[config.mk]
export PLATFORM = sky130hd
export DESIGN_NAME = dmem_arbiter
export DESIGN_NICKNAME = d
export VERILOG_FILES = /design/src/rtl/dmem_arbiter.sv
export SDC_FILE = /design/constraint.sdc
export NUM_CORES = 1
export LEC_CHECK = 0
export CELL_PAD_IN_SITES_DETAIL_PLACEMENT = 1
export CELL_PAD_IN_SITES_GLOBAL_PLACEMENT = 2
export CORE_MARGIN = 10
export CORE_UTILIZATION = 27
export CTS_CLUSTER_DIAMETER = 50
export CTS_CLUSTER_SIZE = 40
export DETAILED_ROUTE_END_ITERATION = 7
export PLACE_DENSITY = 0.87
export SLEW_MARGIN = 20
export SYNTH_ARGS = -nofsm -noshare
export SYNTH_HDL_FRONTEND = slang
export SYNTH_SLANG_ARGS = --single-unit
[constraint.sdc]
create_clock -name clock -period 2.3 [get_ports clock]
set_input_delay 0.46 -clock clock [delete_from_list [all_inputs] [get_ports clock]]
set_output_delay 0.46 -clock clock [all_outputs]
set_load 0.05 [all_outputs]
[src/rtl/dmem_arbiter.sv]
// rtl/dmem_arbiter.sv - two-requester arbiter for the single-port data RAM (CPU MEM stage vs UART loader)
module dmem_arbiter #(
    parameter int ADDR_W       = 16,
    parameter int DATA_W       = 32,
    parameter int RD_LAT       = 1,
    parameter int STARVE_LIMIT = 8
) (
    input  logic              clock,
    input  logic              rst_n,
    input  logic              boot_lock,

    input  logic              cpu_req,
    input  logic              cpu_we,
    input  logic [ADDR_W-1:0] cpu_addr,
    input  logic [DATA_W-1:0] cpu_wdata,
    output logic              cpu_gnt,
    output logic              cpu_rvalid,
    output logic [DATA_W-1:0] cpu_rdata,

    input  logic              ldr_req,
    input  logic              ldr_we,
    input  logic [ADDR_W-1:0] ldr_addr,
    input  logic [DATA_W-1:0] ldr_wdata,
    output logic              ldr_gnt,
    output logic              ldr_rvalid,
    output logic [DATA_W-1:0] ldr_rdata,

    output logic              mem_we,
    output logic [ADDR_W-1:0] mem_addr,
    output logic [DATA_W-1:0] mem_wdata,
    input  logic [DATA_W-1:0] mem_rdata
);

    localparam int SC_W = $clog2(STARVE_LIMIT + 1);
    localparam int WC_W = (RD_LAT > 1) ? $clog2(RD_LAT) : 1;
    localparam logic [SC_W-1:0] SC_MAX  = SC_W'(STARVE_LIMIT);
    localparam logic [WC_W-1:0] WC_LAST = WC_W'(RD_LAT - 1);

    typedef enum logic [1:0] {
        IDLE    = 2'd0,
        ISSUE   = 2'd1,
        RD_WAIT = 2'd2,
        RD_DONE = 2'd3
    } state_t;

    state_t state, state_nxt;

    logic              owner_ldr;
    logic              cmd_we;
    logic [ADDR_W-1:0] cmd_addr;
    logic [DATA_W-1:0] cmd_wdata;
    logic [WC_W-1:0]   wait_cnt;
    logic [SC_W-1:0]   starve_cnt;
    logic [SC_W-1:0]   starve_nxt;

    logic in_issue;
    logic decide;
    logic capture;
    logic cpu_elig;
    logic ldr_elig;
    logic win_cpu;
    logic win_ldr;

    assign mem_addr  = cmd_addr;
    assign mem_wdata = cmd_wdata;

    always_ff @(posedge clock or negedge rst_n) begin
        if (!rst_n) begin
            state <= IDLE;
        end else begin
            state <= state_nxt;
        end
    end

    always_comb begin
        state_nxt  = state;
        cpu_gnt    = 1'b0;
        ldr_gnt    = 1'b0;
        cpu_rvalid = 1'b0;
        ldr_rvalid = 1'b0;
        mem_we     = 1'b0;
        decide     = 1'b0;
        capture    = 1'b0;
        starve_nxt = starve_cnt;

        // A requester whose command is on the bus this cycle is still holding
        // req; excluding it here prevents the same command issuing twice.
        in_issue = (state == ISSUE);
        cpu_elig = cpu_req && !boot_lock && !(in_issue && !owner_ldr);
        ldr_elig = ldr_req && !(in_issue && owner_ldr);
        win_cpu  = cpu_elig && (!ldr_elig || (starve_cnt != SC_MAX));
        win_ldr  = ldr_elig && !win_cpu;

        case (state)
            IDLE: begin
                decide = 1'b1;
            end
            ISSUE: begin
                cpu_gnt = !owner_ldr;
                ldr_gnt = owner_ldr;
                mem_we  = cmd_we;
                decide  = cmd_we;
                if (!cmd_we) begin
                    state_nxt = RD_WAIT;
                end
            end
            RD_WAIT: begin
                if (wait_cnt == WC_LAST) begin
                    capture   = 1'b1;
                    state_nxt = RD_DONE;
                end
            end
            RD_DONE: begin
                cpu_rvalid = !owner_ldr;
                ldr_rvalid = owner_ldr;
                decide     = 1'b1;
            end
            default: begin
                state_nxt = IDLE;
            end
        endcase

        if (decide) begin
            state_nxt = (win_cpu || win_ldr) ? ISSUE : IDLE;
            if (!ldr_req || win_ldr) begin
                starve_nxt = '0;
            end else if (win_cpu && (starve_cnt != SC_MAX)) begin
                starve_nxt = starve_cnt + SC_W'(1);
            end
        end
    end

    always_ff @(posedge clock or negedge rst_n) begin
        if (!rst_n) begin
            owner_ldr  <= 1'b0;
            cmd_we     <= 1'b0;
            cmd_addr   <= '0;
            cmd_wdata  <= '0;
            wait_cnt   <= '0;
            starve_cnt <= '0;
            cpu_rdata  <= '0;
            ldr_rdata  <= '0;
        end else begin
            starve_cnt <= starve_nxt;

            // Owner is latched with the command so later req/boot_lock changes
            // cannot redirect a read already on its way back.
            if (decide && (win_cpu || win_ldr)) begin
                owner_ldr <= win_ldr;
                cmd_we    <= win_ldr ? ldr_we    : cpu_we;
                cmd_addr  <= win_ldr ? ldr_addr  : cpu_addr;
                cmd_wdata <= win_ldr ? ldr_wdata : cpu_wdata;
            end

            if (state == ISSUE) begin
                wait_cnt <= '0;
            end else if (state == RD_WAIT) begin
                wait_cnt <= wait_cnt + WC_W'(1);
            end

            if (capture) begin
                if (owner_ldr) begin
                    ldr_rdata <= mem_rdata;
                end else begin
                    cpu_rdata <= mem_rdata;
                end
            end
        end
    end

endmodule

==> results_dict.tcl <==
set metrics [dict create \
    cts_tree "done" \
    fp.dieH_um 163.4 \
    finish.utilization_pct 45.44 \
    ir_drop_mv 0.7118 \
    grt_pass1_vias 4740 \
    slowest_delay_ns 0.41 \
    worstSetupEndpointType "flop" \
    fmax_ghz 0.4654 \
    first_iter_violations 113 \
    status "completed" \
    leakagePower_nw 3.867 \
    grt_max_degree 51 \
    nNetsFinal 775 \
    worst_pin_slew_ns 0.5902 \
    initial_utilization_pct 27.44 \
    finalHoldViolCount 0 \
    power_density_nw_per_um2 1757 \
    grt_overflow_total 0 \
    yosys.area.top_type_share_pct 54.54 \
    drv_cap 0 \
    die_w_um 163.4 \
    synth_seq_cells 121 \
    arrival_ns 2.44 \
    routed_wl_mm 17.80 \
    max_slew_margin_pct 60.53 \
    fillers 2065 \
    crit_required_ns 2.59 \
    clk_latency_ns 0.41 \
    slew_violations 0 \
    cp_slowest_cell "dfrtp_1" \
    clock_path_buffers 2 \
    multiInputGateArea_um2 2405 \
    route.detailed.drc 0 \
    htreeDepth 4 \
    wl_per_cell_um 19.41 \
    drtPass1Iterations 3 \
    antenna_found_initial 0 \
    worstSetupPathType "flop to flop" \
    core_um2 20230 \
    root_buffer "clkbuf_16" \
    skew_ns 0.009682 \
    final_layout_size_suffix_gt1_share_pct 35.39 \
    syn_area_per_cell_um2 15.51 \
    netlist_area_um2 5552 \
    postCtsSetupBuffers 0 \
    regArea_um2 3028 \
    ios 252 \
    hpwl_mm 14.06 \
    detail-route-antenna-nets 0 \
    synth-compound-area-share_pct 2.028 \
    cp_cell_sequence "ha_1 -> nor2b_4 -> o31a_4 -> buf_12 -> mux2_4 -> mux2_2" \
    numPortBuffers 251 \
    worstHoldPathType "flop to flop" \
    yosysWarnings 0 \
    min_period_over_period_pct 93.42 \
    gp_congestion 0.7548 \
    num_vias 4068 \
    grt_pass1_wl_mm 27.48 \
    synthesis.nets 499 \
    cts.sinks 121 \
    clkTransAtPathRegs_ns 0.06 \
    fp.dieArea_um2 26700 \
    synthSimpleGateAreaFrac_pct 2.998 \
    gr-usage-all-layers_pct 13.29 \
    synth_cells 358 \
    cp_top_family "multiplexers" \
    synthXorXnorAreaFrac_pct 0 \
    syn2layout_area_growth_pct 65.61 \
    synthTopCellsByArea "dfrtp_1 55%, mux2_2 23%, mux2_4 13%" \
    cp.buffers_inverters 1 \
    rsz0062_at_grt "false" \
    synthMuxAreaShare_pct 36.56 \
    row_count 52 \
    critPathLaunchType "flop" \
    worstPathMaxFanout 21 \
    synth_top_family_by_area "multiplexers" \
    synth_top_cell_by_area "dfrtp_1" \
    setup_viol 0 \
    via_per_inst 4.436 \
    setup_slack_ns 0.1514 \
    seq_area_frac_synth_pct 54.54 \
    fin_tns_setup_ns 0 \
    pre_cts_slack_ns -0.1805 \
    yosysUniqueCellTypes 37 \
    cts_buffers 17 \
    diodes 0 \
    yosys.area_share.adder_pct 1.352 \
    finalCriticalPeriod_ns 2.149 \
]
metrics by stage:
step           area, um^2  instances  hold slack (ns)  power (W)
2_1_floorplan        5557        358           0.1644    0.01002
3_3_place_gp         8592        884           0.3926    0.01337
3_5_place_dp         8592        884           0.4022    0.01363
4_1_cts              9194        917           0.4959    0.01641
5_1_grt              9194        917           0.5172    0.01698
6_report             9194        917           0.5015    0.01615
layout make-up:
cell class / instances / area share (%)
timing repair buffer: 276 / 30.59
inverter: 5 / 0.2041
tap: 270 / 3.674
multi-input combinational: 213 / 26.16
clock buffer: 18 / 4.668
sequential: 121 / 32.93
clock inverter: 14 / 1.769
synthesized netlist by cell type (all sizes together):
| master | n |
|---|---|
| nor4 | 1 |
| a21o | 1 |
| o211ai | 1 |
| a22oi | 1 |
| nand3 | 2 |
| mux2i | 1 |
| nand2b | 1 |
| mux2 | 163 |
| nand2 | 3 |
| a32oi | 1 |
| a41o | 1 |
| buf | 16 |
| inv | 5 |
| ha | 6 |
| nor3 | 2 |
| a21boi | 1 |
| o31a | 1 |
| nor3b | 2 |
| nand4b | 2 |
| o2111ai | 1 |
| nand3b | 1 |
| nor2b | 2 |
| nor2 | 4 |
| and3b | 1 |
| and2 | 3 |
| a21oi | 3 |
| dfrtp | 121 |
| a211oi | 1 |
| o21ai | 3 |
| clkbuf | 3 |
| nand4 | 3 |
| or2 | 1 |
worst register-to-register path, stage by stage (launching register included):
cell	delay (ns)
dfrtp_1	0.41
ha_1	0.28
nor2b_4	0.16
o31a_4	0.41
buf_12	0.19
mux2_4	0.33
mux2_2	0.26
metal layers:
layer	vias up	wire length [um]	GRT usage [%]
met1	2027	7161	14.53
met4	0	192	4.303
met3	14	2006	7.098
met5	-	0	0
met2	183	8438	21.69
li1	1844	-	-
report_power, final:
part,switching (W),internal [W]
clock,0.00107,0.00162
combinational,0.00568,0.00394
sequential,0.000604,0.00324
total,0.00735,0.00880
placed cells by master (no fill, tap or decap), drive strengths merged, types with 2 or more instances in the layout:
cell type / n
a21oi: 3
and2: 3
buf: 30
bufinv: 2
clkbuf: 18
clkdlybuf4s50: 245
clkinvlp: 4
dfrtp: 121
ha: 6
inv: 12
mux2: 163
nand2: 3
nand3: 2
nand4: 3
nand4b: 2
nor2: 4
nor2b: 2
nor3: 2
nor3b: 2
o21ai: 3
final timing paths:
path	slack, ns	startpoint	cells past startpoint	to
max in group asynchronous	1.19	rst_n	3	mem_wdata[29]
min in group asynchronous	0.51	rst_n	2	cpu_rdata[27]
max reg2reg	0.15	state[0]	6	mem_wdata[29]
max	0.15	state[0]	6	mem_wdata[29]
min reg2reg	0.50	ldr_rdata[22]	1	ldr_rdata[22]
min	0.50	ldr_rdata[22]	1	ldr_rdata[22]
state kept, by name (all words and copies together), names as in the netlist, 2 cells and up:
name	flops
cpu_rdata	32
mem_addr	16
ldr_rdata	32
state	2
mem_wdata	32
starve_cnt	4
cell families (layout without fill, tap and decap cells):
group | after synthesis | after routing
flops | 121 | 121
fa+ha+maj | 6 | 6
buf+inv | 24 | 313
simple gates | 28 | 28
compound gates | 15 | 15
mux | 164 | 164
what timing repair did:
item                                   4_1_cts  5_1_grt
gates resized for setup                      0        1
hold buffers                                 1        0
endpoints found under the hold margin       24        0
setup endpoints to repair                    0       36
No activity file was read; power rests on OpenSTA's default activity.
